File: config.mk
export PLATFORM = sky130hd
export DESIGN_NAME = psg_bus_sequencer
export DESIGN_NICKNAME = d
export VERILOG_FILES = /design/src/rtl/psg_bus_sequencer.sv
export SDC_FILE = /design/constraint.sdc
export NUM_CORES = 1
export LEC_CHECK = 0
export ABC_AREA = 1
export ABC_CLOCK_PERIOD_IN_PS = 1700
export BUFFER_PORTS_ARGS = -buffer_cell sky130_fd_sc_hd__buf_2
export CAP_MARGIN = 0
export CORE_MARGIN = 1
export CORE_UTILIZATION = 50
export CTS_CLUSTER_DIAMETER = 120
export DETAILED_ROUTE_END_ITERATION = 10
export GPL_TIMING_DRIVEN = 0
export PLACE_DENSITY = 0.77
export RECOVER_POWER = 50
export SYNTH_ARGS = -nofsm -noshare
export SYNTH_HDL_FRONTEND = slang
export SYNTH_SLANG_ARGS = --single-unit
File: constraint.sdc
create_clock -name CLK -period 1.7 [get_ports CLK]
set_input_delay 0.34 -clock CLK [delete_from_list [all_inputs] [get_ports CLK]]
set_output_delay 0.34 -clock CLK [all_outputs]
set_load 0.05 [all_outputs]
File: src/rtl/psg_bus_sequencer.sv
// PSG bus sequencer: arbitrates CPU and player register accesses onto the
// BDIR/BC/DA bus of a PSG. Each transaction runs LATCH -> ACCESS -> GAP.
// Optional feature macro: ADDR_CACHE_EN. When it is defined, the last latched
// register number is remembered and a repeat access skips the LATCH phase.
module psg_bus_sequencer (
  input  logic       CLK,
  input  logic       RESET_N,
  input  logic       CPU_REQ,
  input  logic       CPU_WR,
  input  logic [3:0] CPU_ADDR,
  input  logic [7:0] CPU_WDATA,
  output logic       CPU_ACK,
  output logic [7:0] CPU_RDATA,
  input  logic       PLY_REQ,
  input  logic       PLY_WR,
  input  logic [3:0] PLY_ADDR,
  input  logic [7:0] PLY_WDATA,
  output logic       PLY_ACK,
  output logic [7:0] PLY_RDATA,
  output logic       BDIR,
  output logic       BC,
  output logic [7:0] PSG_DI,
  input  logic [7:0] PSG_DO,
  output logic       BUSY
);

  localparam int unsigned AW = 4;
  localparam int unsigned DW = 8;

  typedef enum logic [1:0] {S_IDLE, S_LATCH, S_ACCESS, S_GAP} state_e;

  state_e          state_q, state_d;
  logic            wr_q, wr_d;
  logic [AW-1:0]   addr_q, addr_d;
  logic [DW-1:0]   wdata_q, wdata_d;
  logic            gnt_ply_q, gnt_ply_d;
  logic            ply_next_q, ply_next_d;
  logic            bdir_q, bdir_d;
  logic            bc_q, bc_d;
  logic [DW-1:0]   di_q, di_d;
  logic            cpu_ack_q, cpu_ack_d;
  logic            ply_ack_q, ply_ack_d;
  logic [DW-1:0]   cpu_rdata_q, cpu_rdata_d;
  logic [DW-1:0]   ply_rdata_q, ply_rdata_d;
  logic            busy_q, busy_d;
  logic            sel_ply_c;
  logic            hit_c;
`ifdef ADDR_CACHE_EN
  logic            cache_vld_q, cache_vld_d;
  logic [AW-1:0]   cache_addr_q, cache_addr_d;
`endif

  // State and registered bus/handshake outputs
  always_ff @(posedge CLK or negedge RESET_N) begin
    if (!RESET_N) begin
      state_q     <= S_IDLE;
      wr_q        <= 1'b0;
      addr_q      <= '0;
      wdata_q     <= '0;
      gnt_ply_q   <= 1'b0;
      ply_next_q  <= 1'b0;
      bdir_q      <= 1'b0;
      bc_q        <= 1'b0;
      di_q        <= '0;
      cpu_ack_q   <= 1'b0;
      ply_ack_q   <= 1'b0;
      cpu_rdata_q <= '0;
      ply_rdata_q <= '0;
      busy_q      <= 1'b0;
`ifdef ADDR_CACHE_EN
      cache_vld_q  <= 1'b0;
      cache_addr_q <= '0;
`endif
    end else begin
      state_q     <= state_d;
      wr_q        <= wr_d;
      addr_q      <= addr_d;
      wdata_q     <= wdata_d;
      gnt_ply_q   <= gnt_ply_d;
      ply_next_q  <= ply_next_d;
      bdir_q      <= bdir_d;
      bc_q        <= bc_d;
      di_q        <= di_d;
      cpu_ack_q   <= cpu_ack_d;
      ply_ack_q   <= ply_ack_d;
      cpu_rdata_q <= cpu_rdata_d;
      ply_rdata_q <= ply_rdata_d;
      busy_q      <= busy_d;
`ifdef ADDR_CACHE_EN
      cache_vld_q  <= cache_vld_d;
      cache_addr_q <= cache_addr_d;
`endif
    end
  end

  // Arbitration, sequencing, and bus outputs derived from the next state
  always_comb begin
    state_d     = state_q;
    wr_d        = wr_q;
    addr_d      = addr_q;
    wdata_d     = wdata_q;
    gnt_ply_d   = gnt_ply_q;
    ply_next_d  = ply_next_q;
    bdir_d      = 1'b0;
    bc_d        = 1'b0;
    di_d        = di_q;
    cpu_ack_d   = 1'b0;
    ply_ack_d   = 1'b0;
    cpu_rdata_d = cpu_rdata_q;
    ply_rdata_d = ply_rdata_q;
    hit_c       = 1'b0;
`ifdef ADDR_CACHE_EN
    cache_vld_d  = cache_vld_q;
    cache_addr_d = cache_addr_q;
`endif
    // Player wins only when alone or when it is its turn
    sel_ply_c   = PLY_REQ && (!CPU_REQ || ply_next_q);

    case (state_q)
      S_IDLE: begin
        if (CPU_REQ || PLY_REQ) begin
          gnt_ply_d  = sel_ply_c;
          ply_next_d = !sel_ply_c;
          wr_d       = sel_ply_c ? PLY_WR    : CPU_WR;
          addr_d     = sel_ply_c ? PLY_ADDR  : CPU_ADDR;
          wdata_d    = sel_ply_c ? PLY_WDATA : CPU_WDATA;
`ifdef ADDR_CACHE_EN
          hit_c      = cache_vld_q && (cache_addr_q == addr_d);
`endif
          state_d    = hit_c ? S_ACCESS : S_LATCH;
        end
      end
      S_LATCH:  state_d = S_ACCESS;
      S_ACCESS: begin
        state_d = S_GAP;
        if (gnt_ply_q) ply_rdata_d = wr_q ? '0 : PSG_DO;
        else           cpu_rdata_d = wr_q ? '0 : PSG_DO;
      end
      S_GAP:    state_d = S_IDLE;
      default:  state_d = S_IDLE;
    endcase

    case (state_d)
      S_LATCH: begin
        bdir_d = 1'b1;
        bc_d   = 1'b1;
        di_d   = DW'(addr_d);
`ifdef ADDR_CACHE_EN
        cache_vld_d  = 1'b1;
        cache_addr_d = addr_d;
`endif
      end
      S_ACCESS: begin
        if (wr_d) begin
          bdir_d = 1'b1;
          di_d   = wdata_d;
        end else begin
          bc_d   = 1'b1;
        end
      end
      S_GAP: begin
        cpu_ack_d = !gnt_ply_d;
        ply_ack_d = gnt_ply_d;
      end
      default: ;
    endcase

    busy_d = (state_d != S_IDLE);
  end

  assign BDIR      = bdir_q;
  assign BC        = bc_q;
  assign PSG_DI    = di_q;
  assign CPU_ACK   = cpu_ack_q;
  assign PLY_ACK   = ply_ack_q;
  assign CPU_RDATA = cpu_rdata_q;
  assign PLY_RDATA = ply_rdata_q;
  assign BUSY      = busy_q;

endmodule

# Word level (Yosys, flattened, before mapping)
# Cells that the tools add are included.
# classes
n_eq_ne,7
n_mux,22
bitwise_logic,1
n_reduce_logical,13
# ops
op,n
2-to-1 mux 8 bit,5
one-hot mux 8 bit (2 select lines),1
2-to-1 mux 4 bit,3
2-to-1 mux 1 bit,9
"== test 2 bit, second input constant",4
one-hot mux 2 bit (4 select lines),1
AND reduction 2 bit,4
"== test 2 x 1 -> 1 bit, second input constant",2
one-hot mux 1 bit (2 select lines),2
nonzero test 2 bit,2
zero test 1 bit,3
zero test 2 bit,1
logical OR 1 bit,2
2-to-1 mux 2 bit,1
"inequality test 2 bit, second input constant",1
logical AND 1 bit,1
inverter 1 bit,1
# word_totals
regBits,46
inputBits,38
out_inout_bits,29
elab_cells,57

# Logic depth before layout (Yosys ltp)
# Gate-level depths: netlist of run 1.
# depth
depth_word,8
mapped_depth,10
depth_no_buf,10

# Worst setup path before layout of run 1
# No wires, ideal clock.
# synth_path
path_kind,register to register
start,register state_q[0]
end,register cpu_rdata_q[0] (netlist: CPU_RDATA[0])
arrival_time_ps,1344
required_ps,1575
path_slack_ps,231
stages_incl_launch_ff,6
n_path_buf,0
cell_sequence,dfrtp_1 inv_1 ha_1 inv_1 nor2_2 mux2_2
# synth_via
elab_chain_len,2
# synth_rtl
element,line,rtl
from (decl),32,"state_e state_q, state_d;"
from (signal assigned),75,state_q <= state_d;
== test 2 bit,119,case (state_q)
AND reduction 2 bit (no line),n/a,
to (signal assigned),86,cpu_rdata_q <= cpu_rdata_d;
to (decl),43,"logic [DW-1:0] cpu_rdata_q, cpu_rdata_d;"
# Every way passes these cells.
# A chain may end at the register's enable or synchronous reset.

# Worst setup path after layout of run 1
# layout_path
start,register state_q[1]
end,register di_q[0] (netlist: PSG_DI[0])
# layout_via
elab_chain_len,5
# layout_rtl
element,line,rtl
"== test 2 bit, or another cell as far along",119,
one-hot mux 2 bit (4 select lines),119,
== test 2 bit or == test 2 x 1 -> 1 bit (tied branches),143,case (state_d)
inequality test 2 bit (no line) or nonzero test 2 bit (tied branches),n/a,
AND reduction 2 bit (no line),n/a,
to (signal assigned),83,di_q <= di_d;
to (decl),40,"logic [DW-1:0] di_q, di_d;"
# Several ways; a longest one is shown, not always the timed one. The select of a mux whose other input is x is not followed.

==> run summary, run 1 <==
The final number of max-transition violations came out at 0. The tightest min-delay check is of the in2async type. The number of warnings reported in the yosys synthesis log is 0. The core region is 4350 µm². Ranked by total cell area, the synthesized netlist is headed by sky130_fd_sc_hd__dfrtp_1, sky130_fd_sc_hd__nand2_1, sky130_fd_sc_hd__nand3_1. After layout, the minimum clock period comes to 1610 ps. The clock-pin slew on the worst setup and hold paths came out at 90 ps. After floorplanning, the core was divided into 24 placement rows. The total wirelength of the detailed-routed design came out at 4730 µm. The flop-to-flop setup slack came out at 90 ps. The critical path launch point type is a register. The maximum vdd drop came out at 0.000819 V.

The cell area after layout is 2840 µm². The number of cells produced by synthesis came out at 247. The element type at the critical path end is a register. The post-synth net total came out at 290.

The wire length per cell after detailed routing is 12.5 µm. The total clock buffers created by CTS came out at 5. The count of cells in the finished layout, fillers not included, comes to 378. The floorplan die height came out at 69.4 µm. Measured against its own limit, the worst slew margin works out to 32.8%. The critical path is of the reg2reg type.

The count of state elements after synthesis came out at 46. The endpoint required time on the critical path came out at 1900 ps. The final core area utilization came out at 65.2%. The final hold violation count is 0. The total standard cell area after synthesis is 2270 µm². The number of antenna violations at the first check in global routing came out at 0. The area added between synthesis and finish is 24.9%. The highest net fanout along the worst path came out at 9. The quantity of hold-fixing buffers added after cts came out at 0. Setup violations remaining at the end of the flow were counted as 0.

The reg-to-reg critical path startpoint is state_q[1]$_DFF_PN0_. The final setup skew came out at 7.39 ps. In this run the count of I/O pins placed on the die edge is 67. Derived from the worst setup path, the maximum achievable clock frequency is 621 MHz. The worst endpoint data arrival time came out at 1810 ps. The TritonCTS clock tree is done.

The post-route clock period utilization is 94.8%. The first routing iteration left 106 violations. Entering global routing, the biggest net connects 47 pins. The distinct cell type count after synthesis is 26. The fraction of layout instances using a drive strength above 1 came out at 37.4%. The library cell used as clock root buffer is sky130_fd_sc_hd__clkbuf_8. The final route contains 1838 vias. The pin slew with the least headroom to its limit came out at 1010 ps.

The global placer's final weighted congestion came out at 0.752. The total negative setup slack is 0 ps. The worst reg-to-reg path cell count is 9.

The number of inserted diodes is 0. Sequential cells were found to cover 50.7% of the synthesized design area. Summed over all layers, the global routing overflow is 0.

The worst hold slack came out at 208 ps. The clock passes through at most 2 buffers. In the global route stage, overall resource usage came out at 20.5%. The starting density of the core is 52.2%. Dividing the detail-routed via count by the number of cells gives 4.86. The total number of nets in the final design is 368. The die covers 4820 µm². The power per cell area came out at 2170 nW/µm². The leakage power came out at 0.00154 µW. The first-pass GRT wire length came out at 7850 µm. The share of Yosys cell area claimed by the top area cell type came out at 50.7%. Including well taps, the total number of placed cells is 365. The average instance area after synthesis came out at 9.20 µm². The horizontal die dimension came out at 69.4 µm. In this run the worst setup path begins at state_q[1]$_DFF_PN0_. The worst register-to-register path ends at PSG_DI[0]$_DFFE_PN0P_. The insertion delay of the later-clocked pin in the worst-skew pair is 300 ps. The number of antenna-violating nets in the routed design came out at 0. The tool flagged a number of max-cap violations equal to 0. The DRC violations left came out at 0. For this run, the detailed router's first-pass iteration total came to 4. After detailed placement, the total cell area comes to 2670 µm².

The run finished with clean final reports. The HPWL after detailed placement is 3300 µm. The via count of the first global-routing pass came out at 1807.

CTS saw 46 sinks. The number of port buffers came out at 66. The number of H-tree levels is 2.

The biggest area contributor in the post-synthesis netlist is sky130_fd_sc_hd__dfrtp_1. The capture point of the critical path is PSG_DI[0]$_DFFE_PN0P_.
-- cell usage after synthesis --
master	number
sky130_fd_sc_hd__or2_0	2
sky130_fd_sc_hd__inv_1	25
sky130_fd_sc_hd__nand2_4	1
sky130_fd_sc_hd__and2_4	1
sky130_fd_sc_hd__a21oi_1	1
sky130_fd_sc_hd__buf_4	2
sky130_fd_sc_hd__nand3_4	3
sky130_fd_sc_hd__o21ai_2	5
sky130_fd_sc_hd__clkbuf_1	1
sky130_fd_sc_hd__or2_2	3
sky130_fd_sc_hd__nor2_1	16
sky130_fd_sc_hd__buf_6	4
sky130_fd_sc_hd__inv_2	1
sky130_fd_sc_hd__nor2_2	1
sky130_fd_sc_hd__and2_1	8
sky130_fd_sc_hd__nand2_1	65
sky130_fd_sc_hd__nand3_2	4
sky130_fd_sc_hd__nor2_4	2
sky130_fd_sc_hd__nand3_1	34
sky130_fd_sc_hd__buf_2	1
sky130_fd_sc_hd__nand2_2	2
sky130_fd_sc_hd__mux2_2	8
sky130_fd_sc_hd__or2_1	5
sky130_fd_sc_hd__ha_1	5
sky130_fd_sc_hd__a31oi_2	1
sky130_fd_sc_hd__dfrtp_1	46
-- kinds of logic (layout without fill, tap and decap cells) --
family | after synthesis | count (layout) | synth area share, %
AO/OA/AOI/OAI | 7 | 7 | 2.70
multiplexers | 8 | 8 | 3.96
flip-flops | 46 | 46 | 50.7
buffers and inverters | 34 | 112 | 7.32
AND/OR/NAND/NOR | 147 | 148 | 32.6
adder cells (fa/ha/maj) | 5 | 5 | 2.75
-- placed cells by master, fill, tap and decap left out, types with 2 or more instances in the layout --
cell,n
sky130_fd_sc_hd__or2_2,3
sky130_fd_sc_hd__nand2_2,2
sky130_fd_sc_hd__mux2_2,8
sky130_fd_sc_hd__clkinvlp_4,2
sky130_fd_sc_hd__dfrtp_1,46
sky130_fd_sc_hd__ha_1,4
sky130_fd_sc_hd__nor2_1,16
sky130_fd_sc_hd__and2_1,8
sky130_fd_sc_hd__inv_1,23
sky130_fd_sc_hd__buf_2,66
sky130_fd_sc_hd__buf_4,5
sky130_fd_sc_hd__buf_6,6
sky130_fd_sc_hd__or2_1,5
sky130_fd_sc_hd__nand2_1,65
sky130_fd_sc_hd__nand3_4,3
sky130_fd_sc_hd__o21ai_2,5
sky130_fd_sc_hd__or2_0,2
sky130_fd_sc_hd__nand3_1,33
sky130_fd_sc_hd__nor2_4,3
sky130_fd_sc_hd__inv_2,2
sky130_fd_sc_hd__nand3_2,6
sky130_fd_sc_hd__clkbuf_8,6
-- through the flow --
stage / power, µW / setup slack (ps)
6_report: 6150 / 88.5
5_1_grt: 6570 / -28.9
2_1_floorplan: 4490 / 231
3_5_place_dp: 5250 / 34.3
3_3_place_gp: 5160 / 51.8
4_1_cts: 5960 / 11.7
-- final cells by class --
| cell class | count | area, µm² |
|---|---|---|
| Multi-Input combinational cell | 168 | 986 |
| Sequential cell | 46 | 1150 |
| Inverter | 26 | 101 |
| Clock inverter | 2 | 12.5 |
| Clock buffer | 6 | 82.6 |
| Buffer | 8 | 78.8 |
| Timing Repair Buffer | 70 | 360 |
| Fill cell | 373 | 1520 |
| Tap cell | 52 | 65.1 |
-- sequential cells by signal, summed over array words and instances (netlist names), 2 cells and up --
signal,cells
state_q,2
CPU_RDATA,8
wdata_q,8
PSG_DI,8
PLY_RDATA,8
addr_q,4
-- worst min-delay path by stage --
| stage | start | endpoint | slack [ps] | depth (start not counted) |
|---|---|---|---|---|
| after floorplan | RESET_N | BC$_DFF_PN0_ | 40 | 0 |
| after global placement | PLY_RDATA[1]$_DFFE_PN0P_ | PLY_RDATA[1]$_DFFE_PN0P_ | 460 | 2 |
| after detailed placement | PLY_RDATA[6]$_DFFE_PN0P_ | PLY_RDATA[6]$_DFFE_PN0P_ | 460 | 2 |
| after CTS | RESET_N | ply_next_q$_DFFE_PN0P_ | 240 | 1 |
| after global routing | RESET_N | PLY_RDATA[6]$_DFFE_PN0P_ | 300 | 1 |
| final | RESET_N | ply_next_q$_DFFE_PN0P_ | 210 | 1 |
-- timing repair --
action / CTS / global route
hold endpoints to repair: 0 / 0
setup buffers: 0 / 4
endpoints found under the setup margin: 0 / 16
resized for setup: 0 / 10
-- critical path: stages, from the launching register on --
cell and delay, ps:
sky130_fd_sc_hd__dfrtp_1 400, sky130_fd_sc_hd__inv_1 110, sky130_fd_sc_hd__ha_1 190, sky130_fd_sc_hd__buf_6 170, sky130_fd_sc_hd__clkinvlp_4 200, sky130_fd_sc_hd__buf_4 190
sky130_fd_sc_hd__nand3_1 80, sky130_fd_sc_hd__nand2_1 70, sky130_fd_sc_hd__nand2_1 60, sky130_fd_sc_hd__nand2_1 50
-- layer usage --
metal / vias to the layer above / routed length, µm / GRT usage (%)
li1: 928 / - / -
met1: 830 / 2030 / 24.7
met2: 76 / 2370 / 36.0
met3: 4 / 302 / 4.51
met4: 0 / 27 / 6.80
met5: - / 0 / 0
-- power breakdown --
part	switching [µW]	internal, µW	leakage [µW]	total [µW]
logic	2480	1160	0.000923	3650
registers	199	1600	0.000570	1800
clock network	377	327	0.0000472	704
(Power assumes the default switching activity.)
==> run 2: changes to the inputs <==
--- a/config.mk
+++ b/config.mk
@@ -10,3 +10,2 @@
 export BUFFER_PORTS_ARGS = -buffer_cell sky130_fd_sc_hd__buf_2
-export CAP_MARGIN = 0
 export CORE_MARGIN = 1
@@ -18,2 +17,3 @@
 export RECOVER_POWER = 50
+export SETUP_SLACK_MARGIN = 0.5
 export SYNTH_ARGS = -nofsm -noshare
--- a/constraint.sdc
+++ b/constraint.sdc
@@ -3,2 +3,2 @@
 set_output_delay 0.34 -clock CLK [all_outputs]
-set_load 0.05 [all_outputs]
+set_load 0.005 [all_outputs]
==> run summary, run 2 (synthesized netlist as in run 1, its figures left out) <==
The number of standard-cell rows in the floorplan came out at 24. The worst endpoint data arrival time is 1810 ps. The worst hold path belongs to the class in2async. The later pin in the worst-skew pair is clocked with a latency of 300 ps. The iteration-0 DRC count of the detailed router came out at 64. Setup repair after global routing could not meet its margin everywhere.

In the layout the commonest cells are sky130_fd_sc_hd__buf_2, sky130_fd_sc_hd__nand2_1, sky130_fd_sc_hd__dfrtp_1. Counting stages on the worst path, the most repeated cell is sky130_fd_sc_hd__nand2_1. The number of filler instances in the final layout is 290. The wire length per cell after detailed routing is 14.3 µm. The tree is rooted in a sky130_fd_sc_hd__clkbuf_8. Measured in cells, the most critical reg-to-reg path has a length of 11. The max-cap violation count came out at 0. Entering global routing, the biggest net connects 47 pins. The reg-to-reg critical path startpoint is state_q[0]$_DFF_PN0_. The number of antenna violations at the first check in global routing is 0. The post-detailed-route via-to-cell ratio is 5.06. The pin slew with the least headroom to its limit came out at 1130 ps. The total negative setup slack is 0 ps. The final setup skew is 3.58 ps.

The number of setup violations in the final report came out at 0. The element type at the critical path end is a register. The fraction of layout instances using a drive strength above 1 came out at 50.7%.

The leakage power came out at 0.00177 µW. The worst register-to-register path ends at PSG_DI[0]$_DFFE_PN0P_. The worst setup path is launched from a register. The first-pass GRT wire length came out at 9440 µm. The floorplan step set the die width to 69.4 µm. For this design the ratio of total power to cell area is 1960 nW/µm².

The total clock buffers created by CTS came out at 5. The CTS sink count is 46. The multi-input logic area is 1240 µm². The maximum vdd drop came out at 0.000850 V. The number of vias in the routed layout came out at 2030.

The via count of the first global-routing pass came to 2042. The clock tree buffer depth came out at 2. Of all nets on the critical path, the largest fanout is 6.

The H-tree generated during clock tree synthesis spans 2 levels. Summed over all layers, the routed wires come to 5730 µm. During placement, the flow inserted port buffers numbering 66.

The library cell used most frequently in the layout, excluding fill and tap cells, is sky130_fd_sc_hd__buf_2. The number of antenna-violating nets in the routed design came out at 0. The DRC violations left is 0. The final number of max-transition violations is 0. Of the available clock period, the critical path in the final layout requires 94.7%. The endpoint required time on the critical path came out at 1900 ps.

The starting density of the core came out at 52.2%. In this run the register-to-register setup slack is 90 ps. The maximum single-stage delay on the critical path came out at 400 ps. The area added between synthesis and finish came out at 47.7%.

The repair_antennas step left the layout with diodes totalling 0. The global router's overall resource usage came out at 25.0%. The final hold violation count is 0. The sum of net half-perimeters after detailed placement came out at 3410 µm. TritonCTS built the clock tree. The run finished with clean final reports. The clock-pin slew on the worst setup and hold paths came out at 80 ps. The total area inside the core boundary comes to 4350 µm².

The worst setup path is of the reg2reg kind. The area enclosed by the die boundary is 4820 µm². The I/O pin count is 67.

On the critical path, the stage with the largest delay is an instance of sky130_fd_sc_hd__dfrtp_1. The total instance count after detailed placement came out at 365. The signal on the critical path passes through inv_2 > ha_4 > inv_4 > nor2_4 > buf_6 > buf_4 > nand3_2 > nand3_1 > nand2_1 > nand2_1 > nand2_1. The global placer's final weighted congestion came out at 0.779. The floorplan die height came out at 69.4 µm. In the final design database the tool counted 392 nets. Static timing analysis puts the maximum clock frequency at 621 MHz. The count of non-filler cells in the finished layout is 401. The total iterations of the first detailed-routing run came out at 6. The total overflow left after global routing is 0.

The tightest slew margin relative to the limit came out at 24.9%. The sequential cell area came out at 1150 µm². The worst path needs 1610 ps of the cycle, external delays included.
==> run 2: cell types whose count changed in the layout (fill, tap and decap cells not counted), sizes merged <==
| cell | previous run | this run |
|---|---|---|
| clkbuf | 7 | 11 |
| clkinv | 1 | 0 |
| clkinvlp | 2 | 0 |
| nand2 | 68 | 69 |
| inv | 25 | 26 |
| buf | 77 | 96 |
| bufinv | 0 | 1 |
==> run 2: layout make-up <==
type                    count  area share (%)
repair buffers             93            18.0
clock inverters             1           0.895
multi-input cells         169            36.9
clock buffers               6            2.46
plain buffers               8            2.24
flip-flops and latches     46            34.3
well taps                  52            1.94
inverters                  26            3.35
==> run 2: where the power goes <==
group | switching [µW] | total [µW] | internal [µW]
registers | 237 | 1840 | 1600
logic | 1960 | 3920 | 1960
clock network | 364 | 834 | 470
total | 2570 | 6600 | 4030
==> run 2: worst max path at each step <==
stage,from,endpoint,slack (ps),cells after the start
after global routing,state_q[0]$_DFF_PN0_,PSG_DI[0]$_DFFE_PN0P_,-20,11
after CTS,state_q[1]$_DFF_PN0_,PSG_DI[6]$_DFFE_PN0P_,170,10
final,state_q[0]$_DFF_PN0_,PSG_DI[0]$_DFFE_PN0P_,90,11
after floorplan,state_q[0]$_DFF_PN0_,PSG_DI[4]$_DFFE_PN0P_,320,9
after global placement,state_q[1]$_DFF_PN0_,PSG_DI[0]$_DFFE_PN0P_,150,8
after detailed placement,state_q[1]$_DFF_PN0_,PSG_DI[0]$_DFFE_PN0P_,110,8
==> run 2: metal layers <==
metal / part of all wire [%] / global-route usage (%)
met1: 41 / 31.4
met2: 52 / 43.4
met3: 5.2 / 5.52
met4: 2.3 / 7.03
met5: 0 / 0
==> run 2: metrics by stage <==
stage / hold slack [ps] / power, µW / setup WS (ps) / utilization, % / area [µm²]
global placement: 457 / 4190 / 151 / 61.4 / 2670
finish: 243 / 6600 / 90.2 / 77.1 / 3360
global route: 342 / 7020 / -16.1 / 77.1 / 3360
floorplan: 44.4 / 3540 / 324 / - / 2280
CTS: 245 / 6050 / 173 / 72.5 / 3160
detailed placement: 461 / 4280 / 113 / 61.4 / 2670
==> run 2: worst max-delay path: cells and delay by family (launching register included) <==
kind	cells	cell delay, ps
and+or+nand+nor	6	530
buffers and inverters	4	410
adders and majority gates	1	160
DFF	1	400
==> run 2: repair_timing <==
item,4_1_cts,5_1_grt
buffers inserted,18,8
pin swaps,14,15
resized for setup,52,30
setup endpoints to repair,44,47
gates cloned,2,1
hold buffers,0,0
==> run 3: changes to the inputs <==
CORE_ASPECT_RATIO = 1.75   (was unset)
==> run summary, run 3 (synthesized netlist as in run 1, its figures left out) <==
The worst setup path is captured at a register. The maximum single-stage delay on the critical path came out at 410 ps. The endpoint required time on the critical path came out at 1890 ps. The sequential cell area came out at 1150 µm². The TritonCTS clock tree is done.

The number of filler instances in the final layout came out at 354. The horizontal die dimension is 53.0 µm. The number of inserted diodes is 0. For this configuration, the core starts out at a cell density of 52.1%. Relative to the synthesized area, the layout overhead comes to 40.0%. In this run the critical register-to-register path is launched from state_q[0]$_DFF_PN0_. The number of setup violations in the final report is 0.

The number of standard-cell rows in the floorplan is 32. The post-route clock period utilization is 94.7%. The number of H-tree levels is 2. Dividing total power by cell area gives a power density of 1910 nW/µm². The top cell types in the final layout, fill and taps aside, are sky130_fd_sc_hd__buf_2, sky130_fd_sc_hd__nand2_1, sky130_fd_sc_hd__dfrtp_1. The wire length per cell after detailed routing came out at 13.6 µm.

The number of port buffers is 66. The total instance count after detailed placement is 364. Across all register-to-register paths, the minimum setup slack is 90 ps.

The fmax is 621 MHz. The via count of the first global-routing pass is 1930. Before CTS, the worst setup slack after placement is 61.0 ps. The maximum vdd drop came out at 0.00129 V.

The post-detailed-route via-to-cell ratio is 4.98. The I/O pin count is 67. The floorplan die height came out at 91.2 µm. The final hold violation count came out at 0. The pin count of the biggest net entering global routing is 47. The final setup skew came out at 5.41 ps.

The worst hold slack is 249 ps. The worst path buffer plus inverter count came out at 4. The pin slew with the least headroom to its limit came out at 1130 ps. The leakage power is 0.00166 µW.

The total clock buffers created by CTS came out at 5. The kind of path behind the tightest hold check is in2async. The total number of nets in the final design came out at 381.

The endpoint of the lowest-slack register-to-register path is PSG_DI[1]$_DFFE_PN0P_. The type of the setup path with the least slack is reg2reg. Across all layers, the routed design uses 1942 vias. Walking the worst path, the cells encountered are inv_2 > ha_4 > inv_4 > nor2_4 > buf_6 > buf_6 > or2_4 > nand3_2 > nand2_2 > nand2_1 > nand2_1.

The total negative setup slack is 0 ps. The first-pass GRT wire length is 8430 µm. The clock tree buffer depth came out at 2.

For the worst flop-to-flop path, the logic depth is 11. The number of antenna violations at the first check in global routing came out at 0. The global router's overall resource usage came out at 24.1%. Excluding fillers, the count of instances in the completed layout stands at 390.

The highest net fanout along the worst path came out at 5. In this run the tightest slew margin relative to its limit is 24.6%. After clock tree synthesis, the clock-pin slew on the worst setup and hold paths is 90 ps. The max-cap violation count is 0. The floorplan step defined a die boundary enclosing 4830 µm². The worst setup path is launched from a register.

The total iterations of the first detailed-routing run came out at 4. The quantity of hold-fixing buffers added after cts is 0. At the end of routability-driven placement, the weighted congestion stood at 0.790. Summed over all layers, the routed wires come to 5300 µm.

Data arrives at the worst endpoint at 1800 ps. The post-route minimum period came out at 1610 ps. The tree is rooted in a sky130_fd_sc_hd__clkbuf_8. The core box area came out at 4360 µm². The most common library cell in the layout ignoring fill and taps is sky130_fd_sc_hd__buf_2. The final core area utilization is 72.9%. The run finished with clean final reports. The insertion delay of the later-clocked pin in the worst-skew pair is 300 ps. The global route total overflow came out at 0. The CTS sink count came out at 46.

The multi-input logic area is 1180 µm². The fraction of layout instances using a drive strength above 1 is 47.8%. Setup repair after global routing could not meet its margin everywhere.

The first routing iteration left 45 violations. For this design, the slowest cell found on the critical path is sky130_fd_sc_hd__dfrtp_1. The number of antenna-violating nets in the routed design came out at 0.

The cell family with the largest share of critical-path delay is simple AND/OR/NAND/NOR gates. After legalization and detailed placement, the total HPWL measured 3480 µm. The DRC violations left came out at 0. The minimum setup slack in the final design is 90.3 ps.

The final number of max-transition violations came out at 0.
## run 3: cell count changes in the layout (fill, tap and decap cells not counted), sizes merged
cell	delta
buf	-10
nand2	-1
clkinvlp	+1
## run 3: metrics by stage
step / instance area [µm²] / power (µW)
6_report: 3180 / 6090
5_1_grt: 3180 / 6530
4_1_cts: 3020 / 5720
3_5_place_dp: 2670 / 4290
3_3_place_gp: 2670 / 4230
2_1_floorplan: 2280 / 3540
## run 3: metal layers
layer | up-vias | routed length, µm | track usage (%)
li1 | 960 | - | -
met1 | 895 | 1950 | 24.5
met2 | 75 | 2940 | 43.8
met3 | 12 | 274 | 3.85
met4 | 0 | 139 | 12.7
met5 | - | 0 | 0
## run 3: power by group
part	total [µW]	switching, µW	internal (µW)
Combinational	3460	1800	1660
Sequential	1830	230	1600
Clock	801	362	439
## run 3: what timing repair did
item | 4_1_cts | 5_1_grt
cloned | 3 | 0
resized for setup | 31 | 37
buffers inserted | 12 | 3
pin swaps | 20 | 12
endpoints found under the setup margin | 44 | 45
## run 3: area by class of cell
cell class	count	area share (%)
clock buffer	6	2.28
buffer	8	2.48
multi-input combinational	168	37.2
clock inverter	2	1.18
timing repair buffer	83	15.1
inverter	26	3.54
tap	51	2.01
sequential	46	36.2
## run 3: worst max path at each step
| stage | depth (start not counted) | start | end | slack, ps |
|---|---|---|---|---|
| finish | 11 | state_q[0]$_DFF_PN0_ | PSG_DI[1]$_DFFE_PN0P_ | 90 |
| global route | 11 | state_q[0]$_DFF_PN0_ | PSG_DI[5]$_DFFE_PN0P_ | 50 |
| CTS | 11 | state_q[0]$_DFF_PN0_ | PSG_DI[1]$_DFFE_PN0P_ | 150 |
| detailed placement | 10 | state_q[1]$_DFF_PN0_ | PSG_DI[1]$_DFFE_PN0P_ | 60 |
| global placement | 10 | state_q[0]$_DFF_PN0_ | PSG_DI[0]$_DFFE_PN0P_ | 110 |
| floorplan | 9 | state_q[0]$_DFF_PN0_ | PSG_DI[4]$_DFFE_PN0P_ | 320 |
